==> src/rtl/usr_pkg.sv <==
// Shared types for the universal shift register.
// Op codes, FSM states and an op classification helper.
package usr_pkg;

  localparam int unsigned OP_W = 3;

  typedef enum logic [OP_W-1:0] {
    OP_HOLD  = 3'd0,
    OP_LOAD  = 3'd1,
    OP_CLEAR = 3'd2,
    OP_SHL   = 3'd3,
    OP_SHR   = 3'd4,
    OP_ASR   = 3'd5,
    OP_ROL   = 3'd6,
    OP_ROR   = 3'd7
  } op_t;

  typedef enum logic {
    IDLE  = 1'b0,
    SHIFT = 1'b1
  } state_t;

  function automatic logic is_shift(input op_t op);
    return op >= OP_SHL;
  endfunction

endpackage

==> src/rtl/usr_step_unit.sv <==
// One-position shift/rotate step.
// Non-shift ops pass data through unchanged.
module usr_step_unit
  import usr_pkg::*;
#(
  parameter int WIDTH = 8
) (
  input  logic [WIDTH-1:0] d,
  input  op_t              op,
  input  logic             ser_in,
  output logic [WIDTH-1:0] d_next,
  output logic             bit_out
);

  always_comb begin
    d_next  = d;
    bit_out = 1'b0;
    unique case (op)
      OP_SHL: begin
        d_next  = {d[WIDTH-2:0], ser_in};
        bit_out = d[WIDTH-1];
      end
      OP_SHR: begin
        d_next  = {ser_in, d[WIDTH-1:1]};
        bit_out = d[0];
      end
      OP_ASR: begin
        d_next  = {d[WIDTH-1], d[WIDTH-1:1]};
        bit_out = d[0];
      end
      OP_ROL: begin
        d_next  = {d[WIDTH-2:0], d[WIDTH-1]};
        bit_out = d[WIDTH-1];
      end
      OP_ROR: begin
        d_next  = {d[0], d[WIDTH-1:1]};
        bit_out = d[0];
      end
      default: begin
        d_next  = d;
        bit_out = 1'b0;
      end
    endcase
  end

endmodule

==> src/rtl/universal_shift_register_seq.sv <==
// Command-driven universal shift register.
// Multi-step shifts run one position per clock.
module universal_shift_register_seq
  import usr_pkg::*;
#(
  parameter int WIDTH = 8,
  parameter int AMT_W = $clog2(WIDTH+1)
) (
  input  logic             clk,
  input  logic             reset,
  input  logic             cmd_valid,
  output logic             cmd_ready,
  input  logic [2:0]       cmd_op,
  input  logic [AMT_W-1:0] cmd_amount,
  input  logic [WIDTH-1:0] cmd_data,
  input  logic             ser_in,
  input  logic             abort,
  output logic [WIDTH-1:0] data_out,
  output logic             ser_out,
  output logic             done,
  output logic             busy
);

  state_t           state_q, state_d;
  op_t              op_q, op_d;
  logic [AMT_W-1:0] cnt_q, cnt_d;
  logic [WIDTH-1:0] data_q, data_d;
  logic             ser_q, ser_d;
  logic             done_q, done_d;

  op_t              cmd_op_t;
  op_t              step_op;
  logic [WIDTH-1:0] step_d;
  logic             step_bit;

  assign cmd_op_t = op_t'(cmd_op);
  assign step_op  = (state_q == SHIFT) ? op_q : cmd_op_t;

  usr_step_unit #(.WIDTH(WIDTH)) u_step (
    .d       (data_q),
    .op      (step_op),
    .ser_in  (ser_in),
    .d_next  (step_d),
    .bit_out (step_bit)
  );

  always_comb begin
    state_d = state_q;
    op_d    = op_q;
    cnt_d   = cnt_q;
    data_d  = data_q;
    ser_d   = ser_q;
    done_d  = 1'b0;
    unique case (state_q)
      IDLE: begin
        if (cmd_valid) begin
          done_d = 1'b1;
          op_d   = cmd_op_t;
          unique case (1'b1)
            (cmd_op_t == OP_LOAD):  data_d = cmd_data;
            (cmd_op_t == OP_CLEAR): data_d = '0;
            is_shift(cmd_op_t): begin
              if (cmd_amount != '0) begin
                data_d = step_d;
                ser_d  = step_bit;
              end
              if (cmd_amount > AMT_W'(1)) begin
                state_d = SHIFT;
                cnt_d   = cmd_amount - AMT_W'(1);
                done_d  = 1'b0;
              end
            end
            default: ;
          endcase
        end
      end
      SHIFT: begin
        // abort wins over the final step
        if (abort) begin
          state_d = IDLE;
          done_d  = 1'b1;
        end else begin
          data_d = step_d;
          ser_d  = step_bit;
          cnt_d  = cnt_q - AMT_W'(1);
          if (cnt_q == AMT_W'(1)) begin
            state_d = IDLE;
            done_d  = 1'b1;
          end
        end
      end
      default: state_d = IDLE;
    endcase
  end

  always_ff @(posedge clk or negedge reset) begin
    if (!reset) begin
      state_q <= IDLE;
      op_q    <= OP_HOLD;
      cnt_q   <= '0;
      data_q  <= '0;
      ser_q   <= 1'b0;
      done_q  <= 1'b0;
    end else begin
      state_q <= state_d;
      op_q    <= op_d;
      cnt_q   <= cnt_d;
      data_q  <= data_d;
      ser_q   <= ser_d;
      done_q  <= done_d;
    end
  end

  assign busy      = (state_q == SHIFT);
  assign cmd_ready = ~busy;
  assign data_out  = data_q;
  assign ser_out   = ser_q;
  assign done      = done_q;

endmodule

==> config.mk <==
export PLATFORM = sky130hd
export DESIGN_NAME = universal_shift_register_seq
export DESIGN_NICKNAME = d
export VERILOG_FILES = /design/src/rtl/usr_pkg.sv /design/src/rtl/usr_step_unit.sv /design/src/rtl/universal_shift_register_seq.sv
export SDC_FILE = /design/constraint.sdc
export NUM_CORES = 1
export LEC_CHECK = 0
export BUFFER_PORTS_ARGS = -buffer_cell sky130_fd_sc_hd__buf_4
export CAP_MARGIN = 0
export CORE_ASPECT_RATIO = 1.2
export CORE_UTILIZATION = 47
export DETAILED_ROUTE_END_ITERATION = 7
export PLACE_DENSITY = 0.85
export SLEW_MARGIN = 20
export SYNTH_ARGS = -nofsm -noshare
export SYNTH_HDL_FRONTEND = slang
export SYNTH_SLANG_ARGS = --single-unit
==> constraint.sdc <==
create_clock -name clk -period 1.7 [get_ports clk]
set_clock_uncertainty 0.2 [all_clocks]
set_input_delay 0.34 -clock clk [delete_from_list [all_inputs] [get_ports clk]]
set_output_delay 0.34 -clock clk [all_outputs]
set_load 0.01 [all_outputs]
==> out/qor.yml, run 1 <==
outcome:
  run_status: "finished with violations"
  violations: "negative setup slack"
timing:
  fin_crit_sh_pct: 106
  slew_viol_final: 0
  layout_min_cycle_time_ns: 1.81
  relSlewSlack_pct: 77.1
  rsz0062_at_grt: "yes"
  tightestPinTransition_ns: 0.343
  worst_slack_ns: -0.108
  fin_hold_ws_ns: 0.0607
  fmax_mhz: 553
  setup_viol_count_final: 10
  final.setup.tns_ns: -0.774
  hold_viol: 0
power:
  power_density_nw_per_um2: 1230
  vdd_drop_max_uv: 893
  clock_power_share_pct: 11.9
  p_sw_share_pct: 40.1
  share_comb_of_total_power_pct: 52.8
  p_switching_mw: 0.939
  p_int_mw: 1.40
  seqPwrFrac_pct: 35.2
  leakagePower_nw: 0.881
grt:
  grt_pass1_vias: 1271
  grt_pass1_wl_um: 5380
  grt_max_degree: 19
  antenna_found_initial: 0
  grtUsageTotal_pct: 24.4
  grt_overflow: 0
routing:
  vias: 1270
  ant_nets: 0
  drc_errors: 0
  viasPerCell: 5.64
  wl_per_cell_um: 15.7
  drtIter0Drc: 25
  drt_first_pass_iters: 4
  wl_um: 3530
logic_synthesis:
  synthFlopType: "dfrtp_1"
  synth.distinct_cells: 41
  synthArstFlopShare_pct: 100
  synth_common_cells: "dfrtp_1 (18), mux2i_1 (10), nand2_1 (10)"
  synth_fp_nets: 155
  yosysWarningCount: 0
  yosysSeqAreaShare_pct: 35.4
  yosysMostFrequentCell: "dfrtp_1"
  synth-edff-count: 0
  netlist.area_leader.share_pct: 35.4
  syn_area_um2: 1270
  synth_area_per_cell_um2: 9.79
  postSynthCellCount: 130
  synthTopCellsByArea: "dfrtp_1 (35%), mux2i_1 (7.9%), ha_1 (4.9%), a22oi_1 (4.7%), mux2_2 (3.5%)"
  synth_top_area_cell: "dfrtp_1"
  ys_ff_latch: 18
place:
  place_hpwl_um: 2710
  placed_area_um2: 1790
  gp_congestion: 0.941
  pre_cts_ws_ns: -0.387
  portBuffers: 31
critical_path:
  reg2reg_from: "busy$_DFF_PN0_"
  critical_path_arrival_ns: 1.79
  r2r.worst_path.cells: 6
  crit_path_max_incr_delay_ns: 0.41
  crit_type: "reg2reg"
  cp-end-kind: "flop"
  required_ns: 1.68
  reg2reg_to: "data_out[5]$_DFFE_PN0P_"
  startpoint_type: "flop"
  critPathSlowestCell: "dfrtp_1"
  crit_fanout: 15
  r2r_slack_ns: -0.11
  cp_cell_sequence: "buf_12 > nand2b_4 > a221oi_4 > nand2_4 > a22oi_1 > o21ai_1"
cells_and_area:
  fin_util_pct: 74.7
  ff_latch_area_um2: 450
  diodes: 0
  final_layout_size_suffix_gt1_share_pct: 47.4
  multi_input_area_um2: 863
  area_growth_pct: 49.9
  fillers: 193
  final_area_um2: 1910
  final_nets: 218
min_path:
  hp-class: "in2reg"
  hold_end: "data_out[6]$_DFFE_PN0P_"
  hp-start: "cmd_data[6]"
  holdPathStages: 3
clock_network:
  post_cts_buffers: 0
  clock-sinks: 18
  htreeDepth: 1
  clock-root-buffer: "clkbuf_4"
  cts.clk_slew.worst_paths_ns: 0.12
  cts_tree: "done"
  worstSkewPairLatency_ns: 0.31
  cts_buffers: 3
  clk_path_buf_depth: 2
run:
  maxCapViolCount: 0
die:
  ioPinCount: 32
  dieArea_um2: 2920
  die_w_um: 49.5
  dieHeight_um: 59
  start_util_pct: 49.9
  coreArea_um2: 2550
  rows: 20
==> worst max-delay path by stage <==
stage / start / to / slack, ns / depth (start not counted)
2_1_floorplan: busy$_DFF_PN0_ / data_out[1]$_DFFE_PN0P_ / -0.1 / 6
3_3_place_gp: cmd_amount[0] / data_out[7]$_DFFE_PN0P_ / -0.22 / 7
3_5_place_dp: cmd_amount[0] / data_out[7]$_DFFE_PN0P_ / -0.39 / 7
4_1_cts: busy$_DFF_PN0_ / data_out[3]$_DFFE_PN0P_ / -0.10 / 6
5_1_grt: busy$_DFF_PN0_ / data_out[1]$_DFFE_PN0P_ / -0.18 / 6
6_report: busy$_DFF_PN0_ / data_out[5]$_DFFE_PN0P_ / -0.11 / 6
==> per-stage QoR <==
| step | std cells | power [mW] |
|---|---|---|
| after floorplan | 130 | 1.42 |
| after global placement | 220 | 1.91 |
| after detailed placement | 220 | 1.98 |
| after CTS | 225 | 2.28 |
| after global routing | 225 | 2.48 |
| final | 225 | 2.34 |
==> metal layers <==
layer / track usage (%) / routed length [µm] / vias to the layer above
met5: 0 / 0 / -
met2: 47.6 / 1940 / 39
met3: 3.33 / 118 / 4
met1: 27.8 / 1440 / 617
li1: - / - / 610
met4: 6.94 / 27 / 0
==> power groups by stage <==
stage | Combinational [mW] | Clock, mW | Sequential, mW
2_1_floorplan | 0.603 | 0 | 0.814
3_3_place_gp | 1.11 | 0 | 0.793
3_5_place_dp | 1.17 | 0 | 0.806
4_1_cts | 1.20 | 0.277 | 0.805
5_1_grt | 1.34 | 0.296 | 0.845
6_report | 1.24 | 0.279 | 0.825
==> registers in the layout, indices dropped and copies added, names as in the netlist <==
name and count:
busy 1, cnt_q 4, data_out 8, done 1, op_q 3, ser_out 1
==> cells in the final DEF (no fill, tap or decap), types with 2 or more instances in the layout <==
cell type	synthesis	layout
nor2b_1	3	3
nor2_1	9	8
buf_4	0	57
buf_12	0	2
mux2i_4	0	2
mux2i_1	10	8
a22oi_1	8	3
nand2b_1	2	2
o21ai_0	3	3
nand3b_1	2	2
dfrtp_1	18	18
ha_1	5	5
a31oi_1	2	2
a221oi_1	2	2
xor2_1	2	2
o21ai_1	6	6
nand3_1	4	4
a21oi_1	6	5
mux2_2	4	3
clkbuf_4	0	3
nand2_1	10	10
nor3_1	3	3
a22oi_2	0	5
inv_1	7	6
==> critical path: cells and delay by family, from the launching register on <==
family | cells | cell delay, ns
compound gates | 3 | 0.62
buf+inv | 1 | 0.16
flops | 1 | 0.41
simple gates | 2 | 0.30
==> final cells by class <==
cell class                 count  share of cell area [%]
clock buffer                   4                    1.90
inverter                       7                    1.38
multi-input combinational    102                    45.3
sequential                    18                    23.6
tap                           33                    2.17
timing repair buffer          61                    25.7
==> cell families (layout without fill, tap and decap cells) <==
group           count (synthesis)  in the layout  share of synthesized area (%)
simple gates                   41             41                           17.6
fa+ha+maj                       5              5                           4.92
flops                          18             18                           35.4
mux                            14             14                           11.4
buf+inv                        10             72                           4.13
xor+xnor                        3              3                           2.07
compound gates                 39             39                           24.5
==> what timing repair did <==
item                                   4_1_cts  5_1_grt
endpoints found under the hold margin       18        0
pin swaps                                    0        2
resized for setup                            5        9
hold buffers                                 1        0
setup endpoints to repair                   10       12
No activity file was read; power rests on OpenSTA's default activity.
==> inputs of run 2 (changes only) <==
--- a/config.mk
+++ b/config.mk
@@ -5,13 +5,14 @@
 export SDC_FILE = /design/constraint.sdc
 export NUM_CORES = 1
 export LEC_CHECK = 0
-export BUFFER_PORTS_ARGS = -buffer_cell sky130_fd_sc_hd__buf_4
+export BUFFER_PORTS_ARGS = -buffer_cell sky130_fd_sc_hd__buf_2
 export CAP_MARGIN = 0
 export CORE_ASPECT_RATIO = 1.2
-export CORE_UTILIZATION = 47
+export CORE_UTILIZATION = 49
 export DETAILED_ROUTE_END_ITERATION = 7
-export PLACE_DENSITY = 0.85
+export PLACE_DENSITY = 0.86
 export SLEW_MARGIN = 20
 export SYNTH_ARGS = -nofsm -noshare
 export SYNTH_HDL_FRONTEND = slang
+export SYNTH_HIERARCHICAL = 1
 export SYNTH_SLANG_ARGS = --single-unit
==> constraint.sdc (replaced) <==
create_clock -name clk -period 1.7 [get_ports clk]
set_clock_uncertainty 0.2 [all_clocks]
set_input_delay 0.34 -clock clk [delete_from_list [all_inputs] [get_ports clk]]
set_output_delay 0.34 -clock clk [all_outputs]
set_load 0.02 [all_outputs]
==> run 2 against run 1 <==
Effect of this change: the flow still finishes with violations (negative setup slack); maximum frequency decreased by 16%; register-to-register slack got worse by 0.33 ns; synthesized cell count increased by 12%; synthesized area increased by 13%; first-iteration DRC count increased by 92%; sequential power decreased by 2%; final cell count increased by 9.8%; combinational power increased by 63%; sequential cell count unchanged; highest routed layer unchanged; routed wire length increased by 25%.
==> out/qor.yml, run 2 <==
routing:
  drtIter0Drc: 48
  wl_um: 4390
  drt_first_pass_iters: 4
  ant_nets: 0
  viasPerCell: 6.04
  wl_per_cell_um: 17.8
  drc_errors: 0
  vias: 1493
power:
  clock_power_share_pct: 9.0
  p_sw_share_pct: 42.9
  share_comb_of_total_power_pct: 64.9
  vdd_drop_max_uv: 879
  p_switching_mw: 1.34
  leakagePower_nw: 1.01
  seqPwrFrac_pct: 26.1
  power_density_nw_per_um2: 1440
  p_int_mw: 1.78
cells_and_area:
  diodes: 0
  fillers: 185
  final_cell_mix: "buf_4 (31), buf_2 (29), dfrtp_1 (17)"
  final_nets: 239
  area_growth_pct: 50.2
  largest_register_ffs: 8
  final_layout_size_suffix_gt1_share_pct: 58.7
  layout_commonest_cell: "buf_4"
logic_synthesis:
  synth_area_per_cell_um2: 9.96
  syn_area_um2: 1440
  synth_common_cells: "dfrtp_1 (18), mux2_2 (15), a211oi_1 (13)"
  synth_top_area_cell: "dfrtp_1"
  yosysMostFrequentCell: "dfrtp_1"
  postSynthCellCount: 145
  synth.distinct_cells: 42
  synth_fp_nets: 170
  synthArstFlopShare_pct: 100
  ys_ff_latch: 18
  synthTopCellsByArea: "dfrtp_1 (31%), mux2_2 (12%), a211oi_1 (6.8%), a22o_1 (5.5%), ha_1 (4.3%)"
  synth-edff-count: 0
  yosysWarningCount: 6
  synthFlopType: "dfrtp_1"
  netlist.area_leader.share_pct: 31.2
  yosysSeqAreaShare_pct: 31.2
place:
  place_hpwl_um: 3110
  gp_congestion: 0.906
  portBuffers: 31
  pre_cts_ws_ns: -0.464
timing:
  slew_viol_final: 0
  rsz0062_at_grt: "yes"
  tightestPinTransition_ns: 0.441
  hold_viol: 0
  fmax_mhz: 467
  worst_slack_ns: -0.440
  final.setup.tns_ns: -5.66
  fin_crit_sh_pct: 126
  layout_min_cycle_time_ns: 2.14
  relSlewSlack_pct: 70.6
  setup_viol_count_final: 19
clock_network:
  clock-sinks: 18
  clock-root-buffer: "clkbuf_4"
  clk_path_buf_depth: 2
  cts.clk_slew.worst_paths_ns: 0.11
  cts_buffers: 3
  cts_tree: "done"
  worstSkewPairLatency_ns: 0.31
  htreeDepth: 1
critical_path:
  crit_fanout: 5
  crit_path_max_incr_delay_ns: 0.47
  crit_type: "reg2reg"
  cp-end-kind: "flop"
  reg2reg_from: "busy$_DFF_PN0_"
  reg2reg_to: "data_out[2]$_DFFE_PN0P_"
  critPathSlowestCell: "dfrtp_2"
  r2r.worst_path.cells: 6
  required_ns: 1.70
  startpoint_type: "flop"
  critical_path_arrival_ns: 2.14
  cp_cell_sequence: "mux2_4 > and3_4 > a2111oi_4 > a21oi_1 > a22o_1 > mux2_2"
  r2r_slack_ns: -0.44
die:
  dieHeight_um: 61.5
  die_w_um: 51.6
  start_util_pct: 51.8
  ioPinCount: 32
  coreArea_um2: 2790
  dieArea_um2: 3170
  rows: 21
min_path:
  hold_end: "done$_DFF_PN0_"
  hp-start: "cmd_valid"
  hp-class: "in2reg"
  holdPathStages: 3
outcome:
  run_status: "finished with violations"
  violations: "negative setup slack"
grt:
  grt_pass1_vias: 1562
  grt_max_degree: 19
  grtUsageTotal_pct: 28.5
  grt_overflow: 0
  antenna_found_initial: 0
  grt_pass1_wl_um: 6670
run:
  maxCapViolCount: 0
[run 2: changes by cell type after synthesis, sizes merged, moves of 7 or more]
cell    previous run  this run
mux2i             10         3
a211oi             0        13
mux2               4        16
a22oi              8         1
a22o               1         9
[run 2: critical path: cells and delay by family, from the launching register on]
family,cells,cell delay [ns]
mux,2,0.62
compound gates,3,0.57
flops,1,0.47
simple gates,1,0.19
[run 2: logic make-up (layout without fill, tap and decap cells)]
family	count (synthesis)	after routing	synth area share, %
AND/OR/NAND/NOR	40	40	16.3
AO/OA/AOI/OAI	47	47	26.1
adder cells (fa/ha/maj)	5	5	4.33
buffers and inverters	13	81	5.72
XOR/XNOR	3	3	1.82
flip-flops	18	18	31.2
multiplexers	19	19	14.6
[run 2: layout make-up]
class | instances | area [µm²] | area share [%]
multi-input combinational | 114 | 1090 | 50.3
timing repair buffer | 69 | 513 | 23.7
sequential | 18 | 452 | 20.8
tap | 34 | 42.5 | 1.96
clock buffer | 4 | 36.3 | 1.67
inverter | 8 | 35.0 | 1.62
[run 2: how the worst max path moves through the flow]
stage / endpoint / startpoint / slack [ns] / cells after the start
final: data_out[2]$_DFFE_PN0P_ / busy$_DFF_PN0_ / -0.44 / 6
after global routing: data_out[3]$_DFFE_PN0P_ / busy$_DFF_PN0_ / -0.49 / 6
after CTS: data_out[2]$_DFFE_PN0P_ / busy$_DFF_PN0_ / -0.43 / 6
after detailed placement: data_out[6]$_DFFE_PN0P_ / busy$_DFF_PN0_ / -0.46 / 7
after global placement: data_out[2]$_DFFE_PN0P_ / busy$_DFF_PN0_ / -0.38 / 6
after floorplan: data_out[2]$_DFFE_PN0P_ / busy$_DFF_PN0_ / -0.53 / 8
[run 2: per-stage QoR]
step | cell area [µm²] | hold WS, ns | instances | power (mW) | utilization (%)
finish | 2170 | 0.123 | 247 | 3.11 | 77.9
global placement | 1930 | 0.0988 | 236 | 2.48 | 69.4
floorplan | 1530 | -0.156 | 145 | 1.97 | -
global route | 2170 | 0.133 | 247 | 3.31 | 77.9
CTS | 2040 | 0.127 | 245 | 2.92 | 73.1
detailed placement | 1930 | 0.106 | 236 | 2.57 | 69.4
[run 2: power by group through the flow]
stage	clock network (mW)	registers, mW	logic (mW)
2_1_floorplan	0	0.950	1.02
3_3_place_gp	0	0.790	1.69
3_5_place_dp	0	0.806	1.77
4_1_cts	0.286	0.803	1.84
5_1_grt	0.302	0.846	2.16
6_report	0.281	0.812	2.02
[run 2: repair_timing]
action	CTS	global route
hold endpoints to repair	18	0
buffers inserted	4	2
pin swaps	5	5
hold buffers	1	0
setup endpoints to repair	14	17
resized for setup	7	27
[run 2: routing by layer]
metal	track usage, %	up-vias	wire, µm
li1	-	690	-
met1	29.2	750	1690
met2	56.8	44	2480
met3	3.70	9	132
met4	13.1	0	87
met5	0	-	0
==> inputs of run 3 (changes only) <==
--- a/config.mk
+++ b/config.mk
@@ -7,7 +7,6 @@
 export LEC_CHECK = 0
 export BUFFER_PORTS_ARGS = -buffer_cell sky130_fd_sc_hd__buf_2
 export CAP_MARGIN = 0
-export CORE_ASPECT_RATIO = 1.2
 export CORE_UTILIZATION = 49
 export DETAILED_ROUTE_END_ITERATION = 7
 export PLACE_DENSITY = 0.86
==> run 3 against run 2 <==
Effect of this change: the flow still finishes with violations (negative setup slack); sequential share of layout area about the same; die area about the same; non-clock buffer count up 1; routed wire length up 1.9%; sequential cell count unchanged; global-route usage up 2.0 points; critical path type unchanged; combinational power about the same; maximum frequency down 1.2%; via count up 0.40%; sequential power up 3.0%.
==> out/qor.yml, run 3 (synthesis gave the netlist of run 2 again) <==
critical_path:
  cp_num_buf_inv: 0
  crit_path_max_incr_delay_ns: 0.47
  startpoint_type: "flop"
  crit_type: "reg2reg"
  cp-end-kind: "flop"
  required_ns: 1.70
  crit_fanout: 6
  path_delay_family: "multiplexers"
  r2r_slack_ns: -0.47
  critical_path_arrival_ns: 2.16
  critPathSlowestCell: "dfrtp_2"
  cp_cell_sequence: "mux2_4 > and3_4 > a2111oi_4 > a21oi_1 > a22o_1 > mux2_2"
routing:
  drt_first_pass_iters: 4
  wl_um: 4480
  drc_errors: 0
  wl_per_cell_um: 18.2
  ant_nets: 0
  viasPerCell: 6.09
  vias: 1499
  drtIter0Drc: 91
grt:
  met3_usage_pct: 3.23
  grt_max_degree: 19
  grt_pass1_vias: 1556
  grt_pass1_wl_um: 7490
  antenna_found_initial: 0
  grtUsageTotal_pct: 30.5
  top_usage_layer: "met2"
  grt_overflow: 0
  grtUsageMet1_pct: 37.0
  grtUsageMet2_pct: 55.4
power:
  leakagePower_nw: 1.03
  clock_power_share_pct: 7.3
  p_sw_share_pct: 43.8
  share_comb_of_total_power_pct: 65.9
  p_switching_mw: 1.36
  p_int_mw: 1.75
  power_density_nw_per_um2: 1430
  vdd_drop_max_uv: 1250
  seqPwrFrac_pct: 26.9
  power_mw: 3.11
clock_network:
  cts_tree: "done"
  cts.clk_slew.worst_paths_ns: 0.11
  clock-root-buffer: "clkbuf_4"
  clk_path_buf_depth: 2
  worstSkewPairLatency_ns: 0.30
  htreeDepth: 1
  clock-sinks: 18
  cts_buffers: 3
die:
  die_w_um: 56.3
  start_util_pct: 51.9
  rows: 19
  ioPinCount: 32
  dieArea_um2: 3170
  coreArea_um2: 2780
  dieHeight_um: 56.3
timing:
  rsz0062_at_grt: "yes"
  tightestPinTransition_ns: 0.433
  relSlewSlack_pct: 71.2
  hold_viol: 0
  layout_min_cycle_time_ns: 2.17
  setup_viol_count_final: 19
  worst_slack_ns: -0.465
  slew_viol_final: 0
  final.setup.tns_ns: -5.84
  fin_hold_ws_ns: 0.120
  fin_crit_sh_pct: 127
  fmax_mhz: 462
min_path:
  hp-class: "in2reg"
run:
  maxCapViolCount: 0
place:
  place_hpwl_um: 2970
  placed_cells_incl_taps: 232
  gp_congestion: 0.843
  portBuffers: 31
cells_and_area:
  fillers: 179
  final_cells: 246
  final_layout_size_suffix_gt1_share_pct: 60.5
  largest_register_ffs: 8
  fin_util_pct: 78.1
  final_cell_mix: "buf_4 (31), buf_2 (29), dfrtp_1 (17)"
  diodes: 0
  area_growth_pct: 50.4
  layout_commonest_cell: "buf_4"
  final_nets: 241
outcome:
  violations: "negative setup slack"
  run_status: "finished with violations"
run 3: cell types whose count changed in the layout (fill, tap and decap cells not counted), moves of 2 or more:
cell | previous run | this run
nor3_2 | 0 | 2
mux2_2 | 11 | 9
buf_6 | 4 | 7
mux2_4 | 5 | 8
buf_12 | 4 | 1
run 3: routing by layer:
metal  wire length [µm]  vias up
li1                   -      694
met1               1820      739
met2               2390       54
met3                166       12
met4                 99        0
met5                  0        -
run 3: cell type report:
type | count | area [µm²] | share of cell area, %
repair buffers | 70 | 502 | 23.1
flip-flops and latches | 18 | 452 | 20.8
clock buffers | 4 | 26.3 | 1.21
well taps | 31 | 38.8 | 1.79
multi-input cells | 115 | 1120 | 51.6
inverters | 8 | 32.5 | 1.50
run 3: path summary, 6_finish.rpt:
path,start,to,depth (start not counted)
setup / recovery,busy$_DFF_PN0_,data_out[2]$_DFFE_PN0P_,6
hold / removal,cmd_valid,done$_DFF_PN0_,3
setup reg to reg,busy$_DFF_PN0_,data_out[2]$_DFFE_PN0P_,6
hold reg to reg,op_q[1]$_DFFE_PN0P_,op_q[1]$_DFFE_PN0P_,1
max in group asynchronous,reset,busy$_DFF_PN0_,2
min in group asynchronous,reset,op_q[0]$_DFFE_PN0P_,2
run 3: timing repair:
item / in CTS / in global routing
hold buffers: 1 / 0
endpoints found under the setup margin: 14 / 19
setup buffers: 7 / 1
gates cloned: 1 / 0
hold endpoints to repair: 18 / 0
pin swaps: 12 / 9
resized for setup: 27 / 10
run 3: through the flow:
step	setup slack [ns]	instance area, µm²
6_report	-0.465	2170
2_1_floorplan	-0.534	1530
4_1_cts	-0.439	2120
3_3_place_gp	-0.360	1910
5_1_grt	-0.518	2170
3_5_place_dp	-0.437	1910
run 3: power by group through the flow:
stage          registers [mW]  clock network [mW]  logic [mW]
2_1_floorplan           0.950                   0        1.02
3_3_place_gp            0.794                   0        1.65
3_5_place_dp            0.809                   0        1.73
4_1_cts                 0.818               0.230        1.94
5_1_grt                 0.859               0.255        2.18
6_report                0.836               0.226        2.05
run 3: worst reg2reg max path, stage by stage (launching register included):
cell and delay (ns):
dfrtp_2 0.47, mux2_4 0.37, and3_4 0.17, a2111oi_4 0.32, a21oi_1 0.09, a22o_1 0.19
mux2_2 0.25
